==> src/rtl/mem_port_arbiter_pkg.sv <==
// Shared types and default sizes for the main-memory port arbiter.
package mem_arb_pkg;

    localparam int DEFAULT_DATA_W     = 32;
    localparam int DEFAULT_ADDR_W     = 32;
    localparam int DEFAULT_DEPTH_LOG2 = 8;

    typedef enum logic [1:0] {
        OWN_NONE = 2'd0,
        OWN_I    = 2'd1,
        OWN_D    = 2'd2
    } owner_t;

    typedef enum logic {
        REQ_I = 1'b0,
        REQ_D = 1'b1
    } req_t;

endpackage

==> src/rtl/mem_port_arbiter_if.sv <==
// Requester (fetch/data) and memory-side signals of the arbiter.
// The arbiter uses the slave modport; requesters plus memory form the master side.
interface mem_port_arbiter_if #(
    parameter int DATA_W     = mem_arb_pkg::DEFAULT_DATA_W,
    parameter int ADDR_W     = mem_arb_pkg::DEFAULT_ADDR_W,
    parameter int DEPTH_LOG2 = mem_arb_pkg::DEFAULT_DEPTH_LOG2
);
    logic                  i_req;
    logic [ADDR_W-1:0]     i_addr;
    logic                  i_gnt;
    logic                  i_valid;
    logic [DATA_W-1:0]     i_rdata;

    logic                  d_req;
    logic                  d_we;
    logic [ADDR_W-1:0]     d_addr;
    logic [DATA_W-1:0]     d_wdata;
    logic                  d_gnt;
    logic                  d_valid;
    logic [DATA_W-1:0]     d_rdata;

    logic                  m_en;
    logic                  m_we;
    logic [DEPTH_LOG2-1:0] m_addr;
    logic [DATA_W-1:0]     m_wdata;
    logic [DATA_W-1:0]     m_rdata;

    modport slave (
        input  i_req, i_addr, d_req, d_we, d_addr, d_wdata, m_rdata,
        output i_gnt, i_valid, i_rdata, d_gnt, d_valid, d_rdata,
        output m_en, m_we, m_addr, m_wdata
    );

    modport master (
        output i_req, i_addr, d_req, d_we, d_addr, d_wdata, m_rdata,
        input  i_gnt, i_valid, i_rdata, d_gnt, d_valid, d_rdata,
        input  m_en, m_we, m_addr, m_wdata
    );

endinterface

==> src/rtl/mem_port_arbiter_arb_pick2.sv <==
// Two-way conflict selector. Build option MEM_ARB_RR_EN selects round-robin;
// otherwise the data requester always wins a conflict.
module arb_pick2
    import mem_arb_pkg::*;
(
    input  logic req_i,
    input  logic req_d,
    input  req_t last_gnt,
    output logic gnt_i,
    output logic gnt_d
);

`ifdef MEM_ARB_RR_EN
    always_comb begin
        gnt_i = 1'b0;
        gnt_d = 1'b0;
        if (req_i && req_d) begin
            // Favour whoever did not win last time
            if (last_gnt == REQ_I) begin
                gnt_d = 1'b1;
            end else begin
                gnt_i = 1'b1;
            end
        end else begin
            gnt_i = req_i;
            gnt_d = req_d;
        end
    end
`else
    logic unused_last_gnt;
    assign unused_last_gnt = last_gnt;

    always_comb begin
        gnt_i = 1'b0;
        gnt_d = 1'b0;
        if (req_i && req_d) begin
            gnt_d = 1'b1;
        end else begin
            gnt_i = req_i;
            gnt_d = req_d;
        end
    end
`endif

endmodule

==> src/rtl/mem_port_arbiter.sv <==
// Shares the single-port main memory between fetch (I) and load/store (D);
// conflict policy lives in arb_pick2 (MEM_ARB_RR_EN selects round-robin).
module mem_port_arbiter
    import mem_arb_pkg::*;
#(
    parameter int DATA_W     = DEFAULT_DATA_W,
    parameter int ADDR_W     = DEFAULT_ADDR_W,
    parameter int DEPTH_LOG2 = DEFAULT_DEPTH_LOG2
) (
    input  logic               clk,
    input  logic               Reset,
    mem_port_arbiter_if.slave  bus
);

    localparam int NUM_REQ = 2;

    owner_t owner_reg;
    owner_t owner_next;
    req_t   last_gnt_reg;
    req_t   last_gnt_next;

    logic pick_i;
    logic pick_d;
    logic gnt_i;
    logic gnt_d;

    logic [NUM_REQ-1:0] valid_vec;
    owner_t             own_code [NUM_REQ];

    arb_pick2 u_pick (
        .req_i    (bus.i_req),
        .req_d    (bus.d_req),
        .last_gnt (last_gnt_reg),
        .gnt_i    (pick_i),
        .gnt_d    (pick_d)
    );

    // Reset blocks any new issue combinationally
    always_comb begin
        gnt_i = pick_i & ~Reset;
        gnt_d = pick_d & ~Reset;
    end

    assign bus.i_gnt   = gnt_i;
    assign bus.d_gnt   = gnt_d;
    assign bus.m_en    = gnt_i | gnt_d;
    assign bus.m_we    = gnt_d & bus.d_we;
    assign bus.m_wdata = Reset ? '0 : bus.d_wdata;

    always_comb begin
        bus.m_addr = '0;
        if (gnt_d) begin
            bus.m_addr = bus.d_addr[DEPTH_LOG2+1:2];
        end else if (gnt_i) begin
            bus.m_addr = bus.i_addr[DEPTH_LOG2+1:2];
        end
    end

    logic unused_addr_bits;
    assign unused_addr_bits = ^{bus.i_addr[ADDR_W-1:DEPTH_LOG2+2], bus.i_addr[1:0],
                                bus.d_addr[ADDR_W-1:DEPTH_LOG2+2], bus.d_addr[1:0]};

    always_comb begin
        owner_next    = OWN_NONE;
        last_gnt_next = last_gnt_reg;
        if (gnt_d) begin
            owner_next    = OWN_D;
            last_gnt_next = REQ_D;
        end else if (gnt_i) begin
            owner_next    = OWN_I;
            last_gnt_next = REQ_I;
        end
    end

    always_ff @(posedge clk) begin
        if (Reset) begin
            owner_reg    <= OWN_NONE;
            last_gnt_reg <= REQ_I;
        end else begin
            owner_reg    <= owner_next;
            last_gnt_reg <= last_gnt_next;
        end
    end

    assign own_code[0] = OWN_I;
    assign own_code[1] = OWN_D;

    // Valid is masked during Reset so an access issued just before it is never reported
    generate
        for (genvar gi = 0; gi < NUM_REQ; gi++) begin : g_valid
            assign valid_vec[gi] = (owner_reg == own_code[gi]) & ~Reset;
        end
    endgenerate

    assign bus.i_valid = valid_vec[0];
    assign bus.d_valid = valid_vec[1];
    assign bus.i_rdata = bus.m_rdata;
    assign bus.d_rdata = bus.m_rdata;

endmodule

==> src/flat_wrapper.sv <==
// flat-port wrapper written by rule: the top's interface ports become plain ports
module mem_port_arbiter_flat import mem_arb_pkg::*;
#(
    parameter int DATA_W     = DEFAULT_DATA_W,
    parameter int ADDR_W     = DEFAULT_ADDR_W,
    parameter int DEPTH_LOG2 = DEFAULT_DEPTH_LOG2
)
  (clk, Reset, bus_i_req, bus_i_addr, bus_d_req, bus_d_we, bus_d_addr, bus_d_wdata, bus_m_rdata, bus_i_gnt, bus_i_valid, bus_i_rdata, bus_d_gnt, bus_d_valid, bus_d_rdata, bus_m_en, bus_m_we, bus_m_addr, bus_m_wdata);
  mem_port_arbiter_if #(.DATA_W(DATA_W), .ADDR_W(ADDR_W), .DEPTH_LOG2(DEPTH_LOG2)) bus_i ();
  input  logic clk;
  input  logic Reset;
  input wire logic [$bits(bus_i.i_req)-1:0] bus_i_req;
  input wire logic [$bits(bus_i.i_addr)-1:0] bus_i_addr;
  input wire logic [$bits(bus_i.d_req)-1:0] bus_d_req;
  input wire logic [$bits(bus_i.d_we)-1:0] bus_d_we;
  input wire logic [$bits(bus_i.d_addr)-1:0] bus_d_addr;
  input wire logic [$bits(bus_i.d_wdata)-1:0] bus_d_wdata;
  input wire logic [$bits(bus_i.m_rdata)-1:0] bus_m_rdata;
  output wire logic [$bits(bus_i.i_gnt)-1:0] bus_i_gnt;
  output wire logic [$bits(bus_i.i_valid)-1:0] bus_i_valid;
  output wire logic [$bits(bus_i.i_rdata)-1:0] bus_i_rdata;
  output wire logic [$bits(bus_i.d_gnt)-1:0] bus_d_gnt;
  output wire logic [$bits(bus_i.d_valid)-1:0] bus_d_valid;
  output wire logic [$bits(bus_i.d_rdata)-1:0] bus_d_rdata;
  output wire logic [$bits(bus_i.m_en)-1:0] bus_m_en;
  output wire logic [$bits(bus_i.m_we)-1:0] bus_m_we;
  output wire logic [$bits(bus_i.m_addr)-1:0] bus_m_addr;
  output wire logic [$bits(bus_i.m_wdata)-1:0] bus_m_wdata;
  assign bus_i.i_req = bus_i_req;
  assign bus_i.i_addr = bus_i_addr;
  assign bus_i.d_req = bus_d_req;
  assign bus_i.d_we = bus_d_we;
  assign bus_i.d_addr = bus_d_addr;
  assign bus_i.d_wdata = bus_d_wdata;
  assign bus_i.m_rdata = bus_m_rdata;
  assign bus_i_gnt = bus_i.i_gnt;
  assign bus_i_valid = bus_i.i_valid;
  assign bus_i_rdata = bus_i.i_rdata;
  assign bus_d_gnt = bus_i.d_gnt;
  assign bus_d_valid = bus_i.d_valid;
  assign bus_d_rdata = bus_i.d_rdata;
  assign bus_m_en = bus_i.m_en;
  assign bus_m_we = bus_i.m_we;
  assign bus_m_addr = bus_i.m_addr;
  assign bus_m_wdata = bus_i.m_wdata;
  mem_port_arbiter #(.DATA_W(DATA_W), .ADDR_W(ADDR_W), .DEPTH_LOG2(DEPTH_LOG2)) u_core (.clk(clk), .Reset(Reset), .bus(bus_i));
endmodule
==> config.mk <==
export PLATFORM = sky130hd
export DESIGN_NAME = mem_port_arbiter_flat
export DESIGN_NICKNAME = d
export VERILOG_FILES = /design/src/rtl/mem_port_arbiter_pkg.sv /design/src/rtl/mem_port_arbiter_if.sv /design/src/rtl/mem_port_arbiter_arb_pick2.sv /design/src/rtl/mem_port_arbiter.sv /design/src/flat_wrapper.sv
export SDC_FILE = /design/constraint.sdc
export NUM_CORES = 1
export LEC_CHECK = 0
export ABC_AREA = 1
export CORE_AREA = 5 5 92 94
export CTS_CLUSTER_DIAMETER = 50
export CTS_CLUSTER_SIZE = 40
export DETAILED_ROUTE_END_ITERATION = 6
export DIE_AREA = 0 0 97 99
export GPL_TIMING_DRIVEN = 0
export PLACE_DENSITY = 0.67
export SYNTH_ARGS = -nofsm -noshare
export SYNTH_HDL_FRONTEND = slang
export SYNTH_SLANG_ARGS = --single-unit
export TNS_END_PERCENT = 50
==> constraint.sdc <==
create_clock -name clk -period 2 [get_ports clk]
set_clock_uncertainty 0.05 [all_clocks]
set_input_delay 0.3 -clock clk [delete_from_list [all_inputs] [get_ports clk]]
set_output_delay 0.3 -clock clk [all_outputs]
set_load 0.01 [all_outputs]
# [Word-level counts from Yosys, hierarchy flattened]
# Index checks and enable logic that the tools add are counted.
[totals] regBits=2 inputBits=133 out_inout_bits=110 word_cells=20
[op_classes] eq_ne=2 mux=7 n_bitwise=7 reduce_logical=2
[op_table] cell="$mux 32" n=1
[op_table] cell="$mux 8" n=2
[op_table] cell="$and 1x1->1" n=5
[op_table] cell="$mux 1" n=3
[op_table] cell="$eq 2x1->1 const B" n=1
[op_table] cell="$eq 2x2->1 const B" n=1
[op_table] cell="$mux 2" n=1
[op_table] cell="$reduce_or 2->1" n=1
[op_table] cell="$logic_and 1x1->1" n=1
[op_table] cell="$not 1->1" n=1
[op_table] cell="$or 1x1->1" n=1

# [Longest topological paths before layout]
# Gate-level depths: netlist of run 1.
[depth] depth_word=5 mapped_depth=4

# [Cells and area by module]
# A second synthesis of run 1 with hierarchy kept.
[unflattened] hier_cells=180 area_unflattened_um2=1032.2
[modules_own_cells] module="mem_port_arbiter" instances=1 cells_per_inst=177 area_each_um2=1021.0
[modules_own_cells] module="arb_pick2" instances=1 cells_per_inst=3 area_each_um2=11.3

# [Least setup slack after synthesis of run 1]
# OpenSTA, ideal clock, no wires.
[synth_timing] kind="input port to output port" start="input port Reset" end="output port bus_m_we" arrival_ps=873 slack_ps=777 stages=3 path_buffers=2 cell_sequence="buf_6 -> buf_6 -> nor3b_1"
[synth_between] elab_chain_len=3
[synth_lines] element="start: declaration" line="flat_wrapper.sv:11" rtl="input logic Reset;"
[synth_lines] element="$not 1->1" line="mem_port_arbiter.sv:41" rtl="gnt_d = pick_d & ~Reset;"
[synth_lines] element="$and 1x1->1" line="mem_port_arbiter.sv:41"
[synth_lines] element="$and 1x1->1" line="mem_port_arbiter.sv:47" rtl="assign bus.m_we = gnt_d & bus.d_we;"
[synth_lines] element="end: declaration" line="flat_wrapper.sv:26" rtl="output wire logic [$bits(bus_i.m_we)-1:0] bus_m_we;"
# No other way between the ends.

# [Final worst setup path of run 1]
[layout_timing] start="input port bus_d_req" end="output port bus_m_en"
[layout_between] elab_chain_len=4 elab_cells_between_ends=6 classes_between="2 x mux; 3 x bitwise; 1 x reduce/logical"
[layout_lines] element="start: declaration" line="flat_wrapper.sv:14" rtl="input wire logic [$bits(bus_i.d_req)-1:0] bus_d_req;"
[layout_lines] element="$logic_and 1x1->1" line="mem_port_arbiter_arb_pick2.sv:36" rtl="if (req_i && req_d) begin"
[layout_lines] element="$mux 1" line="mem_port_arbiter_arb_pick2.sv:36"
[layout_lines] element="$and 1x1->1, on equally long branches" line="mem_port_arbiter.sv:40, mem_port_arbiter.sv:41"
[layout_lines] element="$or 1x1->1 (*)" line="mem_port_arbiter.sv:46" rtl="assign bus.m_en = gnt_i | gnt_d;"
[layout_lines] element="end: declaration" line="flat_wrapper.sv:25" rtl="output wire logic [$bits(bus_i.m_en)-1:0] bus_m_en;"
# Mark *: on every way between the ends. The rest lies on a longest branch, timed or not.

==> impl_metrics.env, run 1 <==
export IMPL_route_detailed_vias_per_inst=3.38
export IMPL_gp_congestion=0.783
export IMPL_data_required_time_of_the_worst_path_ns=1.65
export IMPL_postRouteWirelength_mm=4.75
export IMPL_ioPinCount=243
export IMPL_critPathCaptureType="output port"
export IMPL_starting_utilization_of_the_core_area=0.130
export IMPL_p_switching_uw=215
export IMPL_rows=32
export IMPL_critPathMaxFanout=6
export IMPL_detail_route_wl_per_cell_um=10.7
export IMPL_synth_cell_area_um2=982
export IMPL_post_place_cells=435
export IMPL_syn2layout_area_growth_pct=184
export IMPL_share_of_synthesized_area_occupied_by_flip_flops_and_latches=0.0408
export IMPL_drt_pass1_iter_count=3
export IMPL_outcome="complete, no violations"
export IMPL_worst_path_max_delay_cell="sky130_fd_sc_hd__clkdlybuf4s50_1"
export IMPL_grt_max_degree=11
export IMPL_hold_viol=0
export IMPL_hold_buffers=0
export IMPL_final_core_utilization=0.369
export IMPL_tightestPinTransition_ns=0.215
export IMPL_h_tree_depth=1
export IMPL_grt_antenna_before_repair=1
export IMPL_layout_worst_path_cycle_share=0.938
export IMPL_cts_root_to_sink_buffers=2
export IMPL_dpl_instance_area_mm2=0.00271
export IMPL_cts_root_buffer="sky130_fd_sc_hd__clkbuf_8"
export IMPL_register_share_of_total_power=0.056
export IMPL_via_count=1500
export IMPL_min_from="Reset"
export IMPL_place_detailed_hpwl_mm=4.22
export IMPL_p_sw_frac=0.281
export IMPL_critical_path_startpoint_type="input pin"
export IMPL_netlist_instances=173
export IMPL_post_synth_num_cell_types=14
export IMPL_dieWidth_um=97
export IMPL_critical_path_max_stage_delay_ns=0.55
export IMPL_ys_warn_count=0
export IMPL_timing_worst_setup_path_type="input pin to output port"
export IMPL_layout_drive_gt1_share=0.240
export IMPL_max_slew_margin_rel=0.856
export IMPL_leakage_nw=1.36
export IMPL_stdcell_count=444
export IMPL_mappedNetlistNets=306
export IMPL_power_internal_uw=548
export IMPL_number_of_global_route_vias_before_repair=1541
export IMPL_num_nets_final=476
export IMPL_setup_repair_after_global_routing_missed_its_margin="false"
export IMPL_finalInstanceArea_mm2=0.00279
export IMPL_worstHoldPathType="input pin to flop"
export IMPL_cts_buffers=3
export IMPL_power_combinational_fraction=0.741
export IMPL_io_buffer_count=160
export IMPL_floorplan_die_height_um=99
export IMPL_clock_share_of_power=0.203
export IMPL_ys_seq_elements=2
export IMPL_timing_final_max_slew_violations=0
export IMPL_finalHoldWorstSlack_ns=0.422
export IMPL_pre_cts_ws_ns=-0.260
export IMPL_clk_pin_slew_worst_paths_ns=0.03
export IMPL_setup_violations=0
export IMPL_core_area_mm2=0.00757
export IMPL_achievable_frequency_mhz=533
export IMPL_design_die_area_mm2=0.00960
export IMPL_finalWorstPathRequiredPeriod_ns=1.88
export IMPL_finalWorstSetupSlack_ns=0.123
export IMPL_powerDensity_mw_per_mm2=273
export IMPL_drt_iter0_markers=12
export IMPL_crit_path_cell_trace="dlygate4sd2_1 -> inv_4 -> nand2_1 -> a21oi_1 -> clkdlybuf4s50_1"
export IMPL_largest_register_ff_count=2
export IMPL_worst_setup_path_startpoint="bus_d_req"
export IMPL_grt_pass1_wl_mm=7.24
export IMPL_tritoncts="yes"
export IMPL_report_power_total_uw=763
export IMPL_antenna_violating_nets_post_route=0
export IMPL_final_tns_setup_ns=0
export IMPL_route_detailed_drc=0
export IMPL_grtUsageTotal=0.0897
export IMPL_cp_data_arrival_time_ns=1.53
export IMPL_syn_avg_cell_area_um2=5.68
export IMPL_power_ir_vdd_worst_uv=130
export IMPL_maxCapViolations=0
export IMPL_grt_overflow=0
export IMPL_total_number_of_clock_tree_sinks=2
## worst max-delay path, delay by kind of cell
kind	cells	cell delay, ns
AO/OA/AOI/OAI	1	0.14
buffers and inverters	3	0.97
AND/OR/NAND/NOR	1	0.11
## cell usage after synthesis
library cell	number	area (um2)
sky130_fd_sc_hd__nor2_4	2	22.5
sky130_fd_sc_hd__inv_1	33	124
sky130_fd_sc_hd__buf_2	3	15.0
sky130_fd_sc_hd__a21oi_1	1	5.00
sky130_fd_sc_hd__nor3b_1	1	7.51
sky130_fd_sc_hd__nor2_1	35	131
sky130_fd_sc_hd__inv_2	1	3.75
sky130_fd_sc_hd__buf_6	3	33.8
sky130_fd_sc_hd__nand2_1	18	67.6
sky130_fd_sc_hd__nor2_2	1	6.26
sky130_fd_sc_hd__nor3_1	1	5.00
sky130_fd_sc_hd__buf_4	64	480
sky130_fd_sc_hd__dfxtp_1	2	40.0
sky130_fd_sc_hd__nand3_1	8	40.0
## metal layers
metal	routed length (um)	GRT usage
met1	1600	0.0855
met2	2590	0.179
met3	553	0.0439
met4	6	0.00648
met5	0	0
## cell type report
cell class | count | area, um2
Antenna cell | 1 | 2.50
Buffer | 70 | 529
Clock buffer | 3 | 41.3
Fill cell | 785 | 4780
Inverter | 34 | 130
Multi-Input combinational cell | 68 | 297
Sequential cell | 2 | 40.0
Tap cell | 102 | 128
Timing Repair Buffer | 164 | 1620
## power by group through the flow
stage / Combinational [mW] / Sequential (mW) / Clock [mW]
2_1_floorplan: 0.226 / 0.0431 / 0
3_3_place_gp: 0.562 / 0.0431 / 0
3_5_place_dp: 0.568 / 0.0433 / 0
4_1_cts: 0.574 / 0.0428 / 0.161
5_1_grt: 0.605 / 0.0429 / 0.164
6_report: 0.565 / 0.0428 / 0.155
## path summary, 6_finish.rpt
kind / to / cells past startpoint
max: bus_m_en / 5
min: u_core.owner_reg[0]$_SDFF_PP0_ / 3
## layout by cell type, fill, tap and decap left out, drive strengths merged
cell / n
a21oi: 1
buf: 74
clkbuf: 3
clkdlybuf4s50: 154
dfxtp: 2
diode: 1
dlygate4sd2: 6
inv: 34
nand2: 18
nand3: 8
nor2: 39
nor3: 1
nor3b: 1
## cell families (layout without fill, tap and decap cells)
kind of cell           after synthesis  in the layout  share of synthesized area
DFF                                  2              2                     0.0408
and+or+nand+nor                     66             67                      0.285
AOI/OAI and AO/OA                    1              1                    0.00509
buffers and inverters              104            271                      0.669
other                                0              1                          0
## timing repair
item                                    4_1_cts  5_1_grt
setup buffers                                 4        0
resized for setup                             8        0
endpoints found under the setup margin       12        0
(Power assumes the default switching activity.)
==> run 2, diff against run 1 <==
--- a/constraint.sdc
+++ b/constraint.sdc
@@ -4,2 +4,2 @@
 set_output_delay 0.3 -clock clk [all_outputs]
-set_load 0.01 [all_outputs]
+set_load 0.05 [all_outputs]
==> run 2 against run 1 <==
Critical path depth down 1. Sequential cell count unchanged. Sequential power about the same. Via count down 0.40%. Core utilization down 1.1 points. Worst setup slack worse by 0.038 ns. Global-route usage down 0.43 points. Final cell count down 0.68%. Cell area down 3.0%. Count of clock-buffer cells in the layout unchanged. Combinational power up 57%. Total power up 42%. Largest power group unchanged. Highest routed layer unchanged.
==> impl_metrics.env, run 2 (same netlist as run 1, synthesis figures left out) <==
export IMPL_antenna_violating_nets_post_route=0
export IMPL_max_slew_margin_rel=0.655
export IMPL_met3_wirelength_um=586
export IMPL_grt_antenna_before_repair=1
export IMPL_largest_register_ff_count=2
export IMPL_design_die_area_mm2=0.00960
export IMPL_post_place_cells=435
export IMPL_core_area_mm2=0.00757
export IMPL_cp_data_arrival_time_ns=1.56
export IMPL_setup_repair_after_global_routing_missed_its_margin="false"
export IMPL_num_nets_final=473
export IMPL_rows=32
export IMPL_detail_route_wl_per_cell_um=10.5
export IMPL_grtUsageTotal=0.0854
export IMPL_postRouteWirelength_mm=4.63
export IMPL_stdcell_count=441
export IMPL_dpl_instance_area_mm2=0.00272
export IMPL_p_switching_uw=570
export IMPL_tightestPinTransition_ns=0.516
export IMPL_gp_congestion=0.835
export IMPL_syn2layout_area_growth_pct=176
export IMPL_outcome="complete, no violations"
export IMPL_total_number_of_clock_tree_sinks=2
export IMPL_floorplan_die_height_um=99
export IMPL_route_detailed_vias_per_inst=3.39
export IMPL_starting_utilization_of_the_core_area=0.130
export IMPL_timing_worst_setup_path_type="input pin to output port"
export IMPL_critPathCaptureType="output port"
export IMPL_clk_pin_slew_worst_paths_ns=0.03
export IMPL_grt_pass1_wl_mm=6.94
export IMPL_route_detailed_drc=0
export IMPL_power_ir_vdd_worst_uv=157
export IMPL_dieWidth_um=97
export IMPL_via_count=1494
export IMPL_h_tree_depth=1
export IMPL_power_internal_uw=517
export IMPL_register_share_of_total_power=0.039
export IMPL_clock_share_of_power=0.145
export IMPL_io_buffer_count=160
export IMPL_pre_cts_ws_ns=-0.547
export IMPL_hold_viol=0
export IMPL_finalWorstPathRequiredPeriod_ns=1.91
export IMPL_data_required_time_of_the_worst_path_ns=1.65
export IMPL_drt_iter0_markers=3
export IMPL_tritoncts="yes"
export IMPL_finalInstanceArea_mm2=0.00271
export IMPL_layout_common_cells="sky130_fd_sc_hd__clkdlybuf4s50_1, sky130_fd_sc_hd__buf_4, sky130_fd_sc_hd__nor2_1, sky130_fd_sc_hd__inv_1, sky130_fd_sc_hd__dlygate4sd2_1"
export IMPL_finalWorstSetupSlack_ns=0.0851
export IMPL_power_combinational_fraction=0.815
export IMPL_ioPinCount=243
export IMPL_cts_root_buffer="sky130_fd_sc_hd__clkbuf_8"
export IMPL_drt_pass1_iter_count=3
export IMPL_ff_latch_area_um2=40.0
export IMPL_detailroute_wirelength_met2_mm=2.38
export IMPL_number_of_global_route_vias_before_repair=1542
export IMPL_powerDensity_mw_per_mm2=401
export IMPL_hold_buffers=0
export IMPL_final_tns_setup_ns=0
export IMPL_critical_path_startpoint_type="input pin"
export IMPL_report_power_total_mw=1.09
export IMPL_routedLengthMet1_mm=1.65
export IMPL_p_sw_frac=0.524
export IMPL_n_fill_cell=795
export IMPL_cts_buffers=3
export IMPL_place_detailed_hpwl_mm=4.19
export IMPL_top_sig_layer="met4"
export IMPL_layout_cells_most_common="sky130_fd_sc_hd__clkdlybuf4s50_1"
export IMPL_grt_overflow=0
export IMPL_worstHoldPathType="input pin to flop"
export IMPL_layout_drive_gt1_share=0.269
export IMPL_finalHoldWorstSlack_ns=0.400
export IMPL_maxCapViolations=0
export IMPL_layout_worst_path_cycle_share=0.957
export IMPL_grt_max_degree=11
export IMPL_final_core_utilization=0.358
export IMPL_timing_final_max_slew_violations=0
export IMPL_critPathMaxFanout=10
export IMPL_setup_violations=0
export IMPL_multiInputGateArea_um2=290
export IMPL_achievable_frequency_mhz=522
export IMPL_leakage_nw=1.45
export IMPL_cts_root_to_sink_buffers=2
run 2: cell count changes in the layout (fill, tap and decap cells not counted), sizes merged:
cell / delta
dlygate4sd2: +26
buf: +7
clkdlybuf4s50: -39
dlymetal6s2s: +1
clkdlybuf4s15: +3
nor2: -1
run 2: area by class of cell:
| type | count | share of cell area |
|---|---|---|
| tap | 102 | 0.0471 |
| buffer | 70 | 0.195 |
| multi-input combinational | 67 | 0.107 |
| timing repair buffer | 162 | 0.572 |
| antenna | 1 | 0.000924 |
| inverter | 34 | 0.0471 |
| sequential | 2 | 0.0148 |
| clock buffer | 3 | 0.0152 |
run 2: path summary, 6_finish.rpt:
check,from,to,cells after the start
worst max-delay path,Reset,bus_d_valid,4
worst min-delay path,Reset,u_core.owner_reg[0]$_SDFF_PP0_,3
run 2: critical path, cell delays in order:
cell                              delay [ns]
sky130_fd_sc_hd__buf_6                  0.12
sky130_fd_sc_hd__buf_6                  0.14
sky130_fd_sc_hd__nor3_1                 0.17
sky130_fd_sc_hd__clkdlybuf4s50_1        0.83
run 2: power by group through the flow:
stage	registers [mW]	logic, mW	clock network, mW
2_1_floorplan	0.0431	0.589	0
3_3_place_gp	0.0432	0.919	0
3_5_place_dp	0.0432	0.923	0
4_1_cts	0.0428	0.894	0.164
5_1_grt	0.0430	0.924	0.165
6_report	0.0428	0.886	0.158
run 2: timing repair:
action / in CTS / in global routing
endpoints found under the setup margin: 44 / 10
pin swaps: 0 / 1
hold endpoints to repair: 0 / 0
resized for setup: 87 / 3
buffers inserted: 2 / 0
run 2: metal layers:
| metal | vias to the layer above | global-route usage |
|---|---|---|
| met5 | - | 0 |
| met4 | 0 | 0.0162 |
| met3 | 2 | 0.0361 |
| met2 | 114 | 0.160 |
| met1 | 619 | 0.0896 |
| li1 | 759 | - |
